## config.mk

```make
export PLATFORM = sky130hd
export DESIGN_NAME = otter_fetch_unit
export DESIGN_NICKNAME = d
export VERILOG_FILES = /design/src/rtl/otter_pkg.sv /design/src/rtl/otter_pc_mux.sv /design/src/rtl/otter_fetch_unit.sv
export SDC_FILE = /design/constraint.sdc
export NUM_CORES = 1
export LEC_CHECK = 0
export BUFFER_PORTS_ARGS = -buffer_cell sky130_fd_sc_hd__buf_2
export CORE_MARGIN = 10
export CORE_UTILIZATION = 53
export DETAILED_ROUTE_END_ITERATION = 10
export PLACE_DENSITY_LB_ADDON = 0.08
export SLEW_MARGIN = 25
export SYNTH_ARGS = -nofsm -noshare
export SYNTH_HDL_FRONTEND = slang
export SYNTH_SLANG_ARGS = --single-unit
```

## constraint.sdc

```tcl
create_clock -name clk -period 5.19 [get_ports clk]
set_input_delay 1.038 -clock clk [delete_from_list [all_inputs] [get_ports clk]]
set_output_delay 1.038 -clock clk [all_outputs]
set_load 0.05 [all_outputs]
```

## src/rtl/otter_pkg.sv

```systemverilog
`default_nettype none
// ============================================================================
//  Module      : otter_pkg
//  Description : Shared types and constants for the OTTER MCU fetch stage.
//                Defines the PC source select encoding, the fetch FSM state
//                encoding and the NOP instruction loaded into IR on reset.
//  Revision    : 1.0  initial release
// ============================================================================
package otter_pkg;

    // addi x0, x0, 0 -- canonical RISC-V NOP
    localparam logic [31:0] NOP_INSTR = 32'h0000_0013;

    // Next-PC source select. Codes 6 and 7 are unused and mean "hold".
    typedef enum logic [2:0] {
        PC_SEL_PLUS4  = 3'd0,
        PC_SEL_JALR   = 3'd1,
        PC_SEL_BRANCH = 3'd2,
        PC_SEL_JAL    = 3'd3,
        PC_SEL_MTVEC  = 3'd4,
        PC_SEL_MEPC   = 3'd5
    } pc_sel_t;

    // Fetch sequencer states.
    typedef enum logic [1:0] {
        FETCH_IDLE  = 2'd0,
        FETCH_REQ   = 2'd1,
        FETCH_WAIT  = 2'd2,
        FETCH_DRAIN = 2'd3
    } fetch_state_t;

endpackage : otter_pkg
`default_nettype wire

```

## src/rtl/otter_pc_mux.sv

```systemverilog
`default_nettype none
// ============================================================================
//  Module      : otter_pc_mux
//  Description : Combinational next-PC select. Chooses one of the PC sources
//                according to the select code; unused codes return the
//                current PC so the register holds its value.
//  Ports       : i_pc_sel          - source select (pc_sel_t)
//                i_pc / i_pc_plus4 - current PC and PC+4
//                i_jalr_tgt .. i_mepc - jump / trap targets
//                o_next_pc         - selected next PC
//  Revision    : 1.0  initial release
// ============================================================================
module otter_pc_mux
    import otter_pkg::*;
(
    input  pc_sel_t     i_pc_sel,
    input  logic [31:0] i_pc,
    input  logic [31:0] i_pc_plus4,
    input  logic [31:0] i_jalr_tgt,
    input  logic [31:0] i_branch_tgt,
    input  logic [31:0] i_jal_tgt,
    input  logic [31:0] i_mtvec,
    input  logic [31:0] i_mepc,
    output logic [31:0] o_next_pc
);

    always_comb begin
        o_next_pc = i_pc;
        case (i_pc_sel)
            PC_SEL_PLUS4:  o_next_pc = i_pc_plus4;
            PC_SEL_JALR:   o_next_pc = i_jalr_tgt;
            PC_SEL_BRANCH: o_next_pc = i_branch_tgt;
            PC_SEL_JAL:    o_next_pc = i_jal_tgt;
            PC_SEL_MTVEC:  o_next_pc = i_mtvec;
            PC_SEL_MEPC:   o_next_pc = i_mepc;
            default:       o_next_pc = i_pc;
        endcase
    end

endmodule : otter_pc_mux
`default_nettype wire

```

## src/rtl/otter_fetch_unit.sv

```systemverilog
`default_nettype none
// ============================================================================
//  Module      : otter_fetch_unit
//  Description : Instruction fetch stage of the multicycle OTTER MCU. Holds
//                the PC, issues one read per FETCH to a variable-latency
//                instruction memory and latches the returned word into IR.
//  Ports       : clk, rst_n              - clock, async active-low reset
//                fetch / flush / pc_write / pc_sel - control-unit commands
//                jalr_tgt .. mepc        - PC sources
//                mem_rden / mem_addr     - read request to memory
//                mem_ready / mem_rvalid / mem_rdata - memory handshake
//                ir / ir_imm / ir_valid  - instruction register
//                pc / pc_plus4           - program counter
//                fetch_busy / fetch_fault - status
//  Revision    : 1.0  initial release
// ============================================================================
module otter_fetch_unit
    import otter_pkg::*;
#(
    parameter logic [31:0] RESET_PC       = 32'h0000_0000,
    parameter int          TIMEOUT_CYCLES = 255
)(
    input  logic        clk,
    input  logic        rst_n,
    input  logic        fetch,
    input  logic        flush,
    input  logic        pc_write,
    input  logic [2:0]  pc_sel,
    input  logic [31:0] jalr_tgt,
    input  logic [31:0] branch_tgt,
    input  logic [31:0] jal_tgt,
    input  logic [31:0] mtvec,
    input  logic [31:0] mepc,
    output logic        mem_rden,
    output logic [31:0] mem_addr,
    input  logic        mem_ready,
    input  logic        mem_rvalid,
    input  logic [31:0] mem_rdata,
    output logic [31:0] ir,
    output logic [24:0] ir_imm,
    output logic        ir_valid,
    output logic [31:0] pc,
    output logic [31:0] pc_plus4,
    output logic        fetch_busy,
    output logic        fetch_fault
);

    // Timeout fires at the edge that completes the TIMEOUT_CYCLES-th busy
    // cycle, i.e. when the counter already holds TIMEOUT_CYCLES-1.
    localparam logic [7:0] c_TIMEOUT_LAST = 8'(TIMEOUT_CYCLES - 1);

    fetch_state_t r_state;
    fetch_state_t w_state_next;

    logic [31:0] r_pc;
    logic [31:0] r_pc_plus4;
    logic [31:0] r_mem_addr;
    logic [31:0] r_ir;
    logic        r_ir_valid;
    logic        r_fault;
    logic [7:0]  r_cnt;

    logic        w_timeout;
    logic        w_fetch_go;     // accepted fetch: latch address, enter REQ
    logic        w_fault_set;    // misaligned fetch or request/response timeout
    logic        w_capture;      // response accepted into IR
    logic [31:0] w_next_pc;

    assign w_timeout = (r_cnt >= c_TIMEOUT_LAST);

    // ------------------------------------------------------------------
    // Next-PC source select
    // ------------------------------------------------------------------
    otter_pc_mux u_pc_mux (
        .i_pc_sel     (pc_sel_t'(pc_sel)),
        .i_pc         (r_pc),
        .i_pc_plus4   (r_pc_plus4),
        .i_jalr_tgt   (jalr_tgt),
        .i_branch_tgt (branch_tgt),
        .i_jal_tgt    (jal_tgt),
        .i_mtvec      (mtvec),
        .i_mepc       (mepc),
        .o_next_pc    (w_next_pc)
    );

    // ------------------------------------------------------------------
    // FSM: state register
    // ------------------------------------------------------------------
    always_ff @(posedge clk or negedge rst_n) begin
        if (!rst_n) begin
            r_state <= FETCH_IDLE;
        end else begin
            r_state <= w_state_next;
        end
    end

    // ------------------------------------------------------------------
    // FSM: next-state and event decode
    // FLUSH outranks everything; a response or acceptance outranks a
    // timeout landing on the same edge.
    // ------------------------------------------------------------------
    always_comb begin
        w_state_next = r_state;
        w_fetch_go   = 1'b0;
        w_fault_set  = 1'b0;
        w_capture    = 1'b0;
        case (r_state)
            FETCH_IDLE: begin
                if (!flush && fetch) begin
                    if (r_pc[1:0] == 2'b00) begin
                        w_fetch_go   = 1'b1;
                        w_state_next = FETCH_REQ;
                    end else begin
                        w_fault_set  = 1'b1;
                    end
                end
            end
            FETCH_REQ: begin
                if (flush) begin
                    w_state_next = FETCH_IDLE;
                end else if (mem_ready) begin
                    w_state_next = FETCH_WAIT;
                end else if (w_timeout) begin
                    w_fault_set  = 1'b1;
                    w_state_next = FETCH_IDLE;
                end
            end
            FETCH_WAIT: begin
                if (flush) begin
                    // A response arriving with the flush is dropped here;
                    // otherwise the one still outstanding must be drained.
                    w_state_next = mem_rvalid ? FETCH_IDLE : FETCH_DRAIN;
                end else if (mem_rvalid) begin
                    w_capture    = 1'b1;
                    w_state_next = FETCH_IDLE;
                end else if (w_timeout) begin
                    w_fault_set  = 1'b1;
                    w_state_next = FETCH_IDLE;
                end
            end
            FETCH_DRAIN: begin
                // Stale response or timeout both end the drain silently.
                if (mem_rvalid || w_timeout) begin
                    w_state_next = FETCH_IDLE;
                end
            end
            default: w_state_next = FETCH_IDLE;
        endcase
    end

    // ------------------------------------------------------------------
    // FSM: outputs decoded from state
    // ------------------------------------------------------------------
    always_comb begin
        mem_rden   = 1'b0;
        fetch_busy = 1'b0;
        case (r_state)
            FETCH_IDLE:  fetch_busy = 1'b0;
            FETCH_REQ: begin
                mem_rden   = 1'b1;
                fetch_busy = 1'b1;
            end
            FETCH_WAIT:  fetch_busy = 1'b1;
            FETCH_DRAIN: fetch_busy = 1'b1;
            default: begin
                mem_rden   = 1'b0;
                fetch_busy = 1'b0;
            end
        endcase
    end

    // ------------------------------------------------------------------
    // Busy-cycle counter (saturating so it cannot wrap back under the limit)
    // ------------------------------------------------------------------
    always_ff @(posedge clk or negedge rst_n) begin
        if (!rst_n) begin
            r_cnt <= 8'd0;
        end else if (w_fetch_go) begin
            r_cnt <= 8'd0;
        end else if (r_state != FETCH_IDLE && r_cnt != 8'hFF) begin
            r_cnt <= r_cnt + 8'd1;
        end
    end

    // ------------------------------------------------------------------
    // Program counter. PC+4 is kept as its own register so both outputs
    // come straight from flops.
    // ------------------------------------------------------------------
    always_ff @(posedge clk or negedge rst_n) begin
        if (!rst_n) begin
            r_pc       <= RESET_PC;
            r_pc_plus4 <= RESET_PC + 32'd4;
        end else if (pc_write) begin
            r_pc       <= w_next_pc;
            r_pc_plus4 <= w_next_pc + 32'd4;
        end
    end

    // ------------------------------------------------------------------
    // Fetch address: sampled from the pre-write PC, only when a fetch
    // is accepted, so a concurrent PC_WRITE never disturbs it.
    // ------------------------------------------------------------------
    always_ff @(posedge clk or negedge rst_n) begin
        if (!rst_n) begin
            r_mem_addr <= RESET_PC;
        end else if (w_fetch_go) begin
            r_mem_addr <= r_pc;
        end
    end

    // ------------------------------------------------------------------
    // Instruction register and validity
    // ------------------------------------------------------------------
    always_ff @(posedge clk or negedge rst_n) begin
        if (!rst_n) begin
            r_ir       <= NOP_INSTR;
            r_ir_valid <= 1'b0;
        end else begin
            if (w_capture) begin
                r_ir <= mem_rdata;
            end
            if (flush || w_fetch_go) begin
                r_ir_valid <= 1'b0;
            end else if (w_capture) begin
                r_ir_valid <= 1'b1;
            end
        end
    end

    // ------------------------------------------------------------------
    // Single-cycle fault pulse
    // ------------------------------------------------------------------
    always_ff @(posedge clk or negedge rst_n) begin
        if (!rst_n) begin
            r_fault <= 1'b0;
        end else begin
            r_fault <= w_fault_set;
        end
    end

    assign mem_addr    = r_mem_addr;
    assign ir          = r_ir;
    assign ir_imm      = r_ir[31:7];
    assign ir_valid    = r_ir_valid;
    assign pc          = r_pc;
    assign pc_plus4    = r_pc_plus4;
    assign fetch_fault = r_fault;

endmodule : otter_fetch_unit
`default_nettype wire

```

# Yosys cells after proc, flatten, opt, wreduce, memory -nomap -nowiden
# Cells that the tools add are included.
# W data, S select, Z words.
[op_classes] n_addsub=2 order_cmp=1 n_eq_ne=12 muxes=31 n_reduce_logical=13
[op_table] operator="$pmux W32 S6" count=1
[op_table] operator="$add A32 B3 Y32 const B" count=1
[op_table] operator="$mux W2" count=9
[op_table] operator="$mux W1" count=16
[op_table] operator="$mux W8" count=2
[op_table] operator="$add A8 B1 Y8 const B" count=1
[op_table] operator="$ge A8 B8 Y1 const B" count=1
[op_table] operator="$ne A8 B8 Y1 const B" count=1
[op_table] operator="$pmux W2 S4" count=1
[op_table] operator="$eq A3 B2 Y1 const B" count=2
[op_table] operator="$eq A3 B3 Y1 const B" count=2
[op_table] operator="$ne A2 B2 Y1 const B" count=3
[op_table] operator="$reduce_bool A2 Y1" count=3
[op_table] operator="$eq A2 B2 Y1 const B" count=2
[op_table] operator="$logic_not A2 Y1" count=2
[op_table] operator="$eq A3 B1 Y1 const B" count=1
[op_table] operator="$logic_not A3 Y1" count=1
[op_table] operator="$pmux W1 S3" count=1
[op_table] operator="$reduce_and A3 Y1" count=1
[op_table] operator="$reduce_or A3 Y1" count=1
[op_table] operator="$eq A2 B1 Y1 const B" count=1
[op_table] operator="$logic_and A1 B1 Y1" count=2
[op_table] operator="$logic_or A1 B1 Y1" count=2
[op_table] operator="$pmux W1 S2" count=1
[op_table] operator="$logic_not A1 Y1" count=1
[word_totals] register_bits=140 inputBits=202 output_inout_bits=157 wordCells=67

# Logic depth before layout (Yosys ltp)
[logic_depth] ltp_word=6 depth_mapped=16 depth_no_buf=11

# Hierarchy
# From an unflattened synthesis, not the netlist that was laid out.
[hier_totals] cells_unflattened=831 hier_area_um2=8234.1
[modules_own_cells] mod="otter_fetch_unit" instances=1 cells_per_inst=570 area_each_um2=6167.2 seq_area_each_um2=3458.3
[modules_own_cells] mod="otter_pc_mux" instances=1 cells_per_inst=261 area_each_um2=2067.0 seq_area_each_um2=0.0

# Worst setup path after synthesis
# No wires, ideal clock.
[synth_path] kind="input to register" startpoint="input pc_sel[0]" endpoint="register r_pc_plus4[20] (netlist: pc_plus4[20])" setup_ps=82 t_arrival_ps=3821 required_ps=5108 path_slack_ps=1288 path_stages=16 path_buffers=5 path_cell_list="buf_6 -> buf_6 -> buf_6 -> buf_6 -> inv_2 -> o21ai_0 -> o221ai_1 -> o21a_1 -> ha_1 -> o21ai_0 -> a211oi_2 -> o2111ai_2 -> or2_1 -> buf_6 -> or4_1 -> a31oi_1"
[synth_between] elab_chain_cells=3 word_cells_on_any_way=8 cone_classes="1 x add/sub; 5 x eq/ne; 1 x mux; 1 x reduce/logical"
[synth_rtl] element="from (decl)" line_no="otter_fetch_unit.sv:28" rtl="input logic [2:0] pc_sel,"
[synth_rtl] element="$eq A3 B3 Y1 (tied with other cells)" line_no="otter_pc_mux.sv:29" rtl="case (i_pc_sel)"
[synth_rtl] element="$pmux W32 S6 (*)" line_no="otter_pc_mux.sv:29"
[synth_rtl] element="named net u_pc_mux.o_next_pc[3]" line_no="otter_pc_mux.sv:24" rtl="output logic [31:0] o_next_pc"
[synth_rtl] element="$add A32 B3 Y32 (*)" line_no="otter_fetch_unit.sv:195" rtl="r_pc_plus4 <= w_next_pc + 32'd4;"
[synth_rtl] element="to (signal assigned)" line_no="otter_fetch_unit.sv:192" rtl="r_pc_plus4 <= RESET_PC + 32'd4;"
[synth_rtl] element="to (signal assigned)" line_no="otter_fetch_unit.sv:195"
[synth_rtl] element="to (decl)" line_no="otter_fetch_unit.sv:56" rtl="logic [31:0] r_pc_plus4;"
# The timed path passes the listed nets; every way through them passes the cells marked *.
# A chain may end at the register's enable or synchronous reset.

# Final worst setup path
[layout_path] startpoint="input pc_sel[2]" endpoint="register r_pc_plus4[24] (netlist: pc_plus4[24])"
# Same word-level chain as after synthesis.

==> results_dict.tcl <==
set metrics [dict create \
    rsz0062_at_grt "no" \
    mostFrequentLayoutCell "buf_2" \
    cp_slowest_cell "or4_1" \
    cap_viol_max_count 0 \
    tns_ns 0 \
    synth_seq_area_share_pct 40.4 \
    cts_root_buffer "clkbuf_16" \
    yosys.area.top_type "dfrtp_1" \
    antenna_left 0 \
    r2r_setup_slack_ns 1.95 \
    ir_worst_vdd_uv 427 \
    top_level_ports 359 \
    path_cells "buf_4, nand2b_1, o22ai_1, a221oi_2, ha_1, o21ai_0, a211oi_2, o2111ai_2, or2_1, or4_1, a31oi_1" \
    start_kind "input port" \
    antenna_found_initial 0 \
    grt-ovfl-total 0 \
    drc_errors 0 \
    layout_common_cells "buf_2, nand2_1, dfrtp_1" \
    hpwl_um 25100 \
    post_cts_buffers 0 \
    gr-usage-all-layers_pct 28.1 \
    row_count 46 \
    synth.top_cells.by_area "dfrtp_1, mux2_2, nand2_1" \
    synth_warnings 0 \
    routed_wl_um 32100 \
    worstMarginPinSlew_ns 0.776 \
    synth.top_cell.area_share_pct 39.2 \
    min_period_ns 4.13 \
    cts_buffer_depth 2 \
    initial_core_util_pct 53.9 \
    drt-initial-drc-count 725 \
    setup_slack_ns 1.06 \
    nNetsFinal 1404 \
    clock_latency_ns 0.43 \
    worstPathRequired_ns 5.53 \
    die_x_um 147 \
    drt-wirelength-per-cell_um 22.4 \
    die_y_um 147 \
    post_cts_resize_count 0 \
    num_vias 8229 \
    fin_skew_ns 0.0112 \
    cp_slowest_stage_delay_ns 0.57 \
    via_per_inst 5.76 \
    numCtsBuffers 17 \
    cp_data_arrival_time_ns 4.47 \
    grt_max_degree 59 \
    hp-class "reg -> reg" \
    pre_cts_ws_ns 0.776 \
    ys_ff_latch 138 \
    finalPower_mw 5.78 \
    syn_nets 1098 \
    area_growth_pct 24.9 \
    first_pass_iters 6 \
    clock-sinks 138 \
    first_global_vias 8221 \
    powerDensity_mw_per_mm2 540 \
    relSlewSlack_pct 48.1 \
    avgSynthCellArea_um2 9.59 \
    drv_slew 0 \
    max_freq_ghz 0.242 \
    ys_types 86 \
    postCtsHoldBufs 0 \
    power_leakage_nw 5.26 \
    synth_area_mm2 0.00856 \
    htreeDepth 4 \
    setup_viol 0 \
    gp_congestion 0.978 \
    crit_fanout 47 \
    clk_pin_slew_worst_paths_ns 0.06 \
    core_area_mm2 0.0159 \
    worst_setup_path_end_kind "flop" \
    syn_inst 893 \
    grt_pass1_wl_um 47700 \
    cts_tree "yes" \
    status "finished, final reports clean" \
    synth_edf_count 0 \
    async_flop_share_pct 100 \
    period_share_pct 79.6 \
    die-area_mm2 0.0216 \
    hold_viol_final 0 \
    final_layout_size_suffix_gt1_share_pct 41.2 \
    portBuffers 358 \
    synthFlopType "dfrtp_1" \
    crit_type "in -> reg" \
]
## cells in the mapped netlist, types with 10 or more instances
cell	count
nand2b_1	15
mux2_2	62
a21oi_1	30
mux2i_1	42
clkbuf_1	28
inv_1	11
buf_4	31
o21ai_0	42
dfrtp_1	134
buf_6	14
nand3_1	17
nand2_1	145
o211ai_1	12
nor2b_1	10
nor2_1	53
nor3_1	16
a31oi_1	18
## cell families (layout without fill, tap and decap cells)
family          after synthesis  after routing  synth area share [%]
other cells                   0              1                     0
mux                         107            107                  13.9
buf+inv                     101            420                  8.20
compound gates              206            206                  17.1
simple gates                321            321                  18.2
flops                       138            138                  40.4
fa+ha+maj                     3              3                 0.439
xor+xnor                     17             17                  1.74
## worst max-delay path, delay by kind of cell
kind,cells,cell delay (ns)
AND/OR/NAND/NOR,3,1.42
AO/OA/AOI/OAI,6,1.30
buffers and inverters,1,0.45
adder cells (fa/ha/maj),1,0.25
## final cells by class
cell class                 instances  area, um2
fill                            1327       5190
multi-input combinational        654       4420
sequential                       138       3460
timing repair buffer             374       1920
clock buffer                      17        425
tap                              216        270
clock inverter                    15        146
inverter                          14       52.6
antenna                            1       2.50
## per-layer routing
layer	GRT usage [%]	wire (um)
met5	0	0
met4	8.57	717
met3	11.1	3420
met2	44.9	15200
met1	34.3	12800
## worst paths after layout
path,startpoint,end,depth (start not counted)
max reg2reg,pc_plus4[2]$_DFFE_PN1P_,pc_plus4[24]$_DFFE_PN0P_,10
max,pc_sel[2],pc_plus4[24]$_DFFE_PN0P_,11
max in group asynchronous,rst_n,ir[9]$_DFFE_PN0P_,2
min in group asynchronous,rst_n,ir[20]$_DFFE_PN0P_,1
min reg2reg,mem_addr[22]$_DFFE_PN0P_,mem_addr[22]$_DFFE_PN0P_,2
min,mem_addr[22]$_DFFE_PN0P_,mem_addr[22]$_DFFE_PN0P_,2
## per-stage QoR
stage	utilization, %	cell area [um2]	hold slack (ns)	instances
finish	67.3	10700	0.467	1429
global route	67.3	10700	0.494	1428
CTS	67.3	10700	0.473	1428
detailed placement	63.7	10100	0.458	1396
global placement	63.7	10100	0.452	1396
floorplan	-	8560	0.497	893
## report_power, final
part	total, mW	switching [mW]	internal (mW)
Clock	1.18	0.539	0.638
Combinational	2.92	2.22	0.698
Sequential	1.69	0.262	1.43
Total	5.78	3.02	2.76
## state kept, by name, summed over array words and instances (netlist names), named ones only
name         cells
ir              32
mem_addr        32
pc              30
pc_plus4        30
r_cnt            8
r_state          2
fetch_fault      1
ir_valid         1
Note: power is estimated with default switching activity, not from simulation.
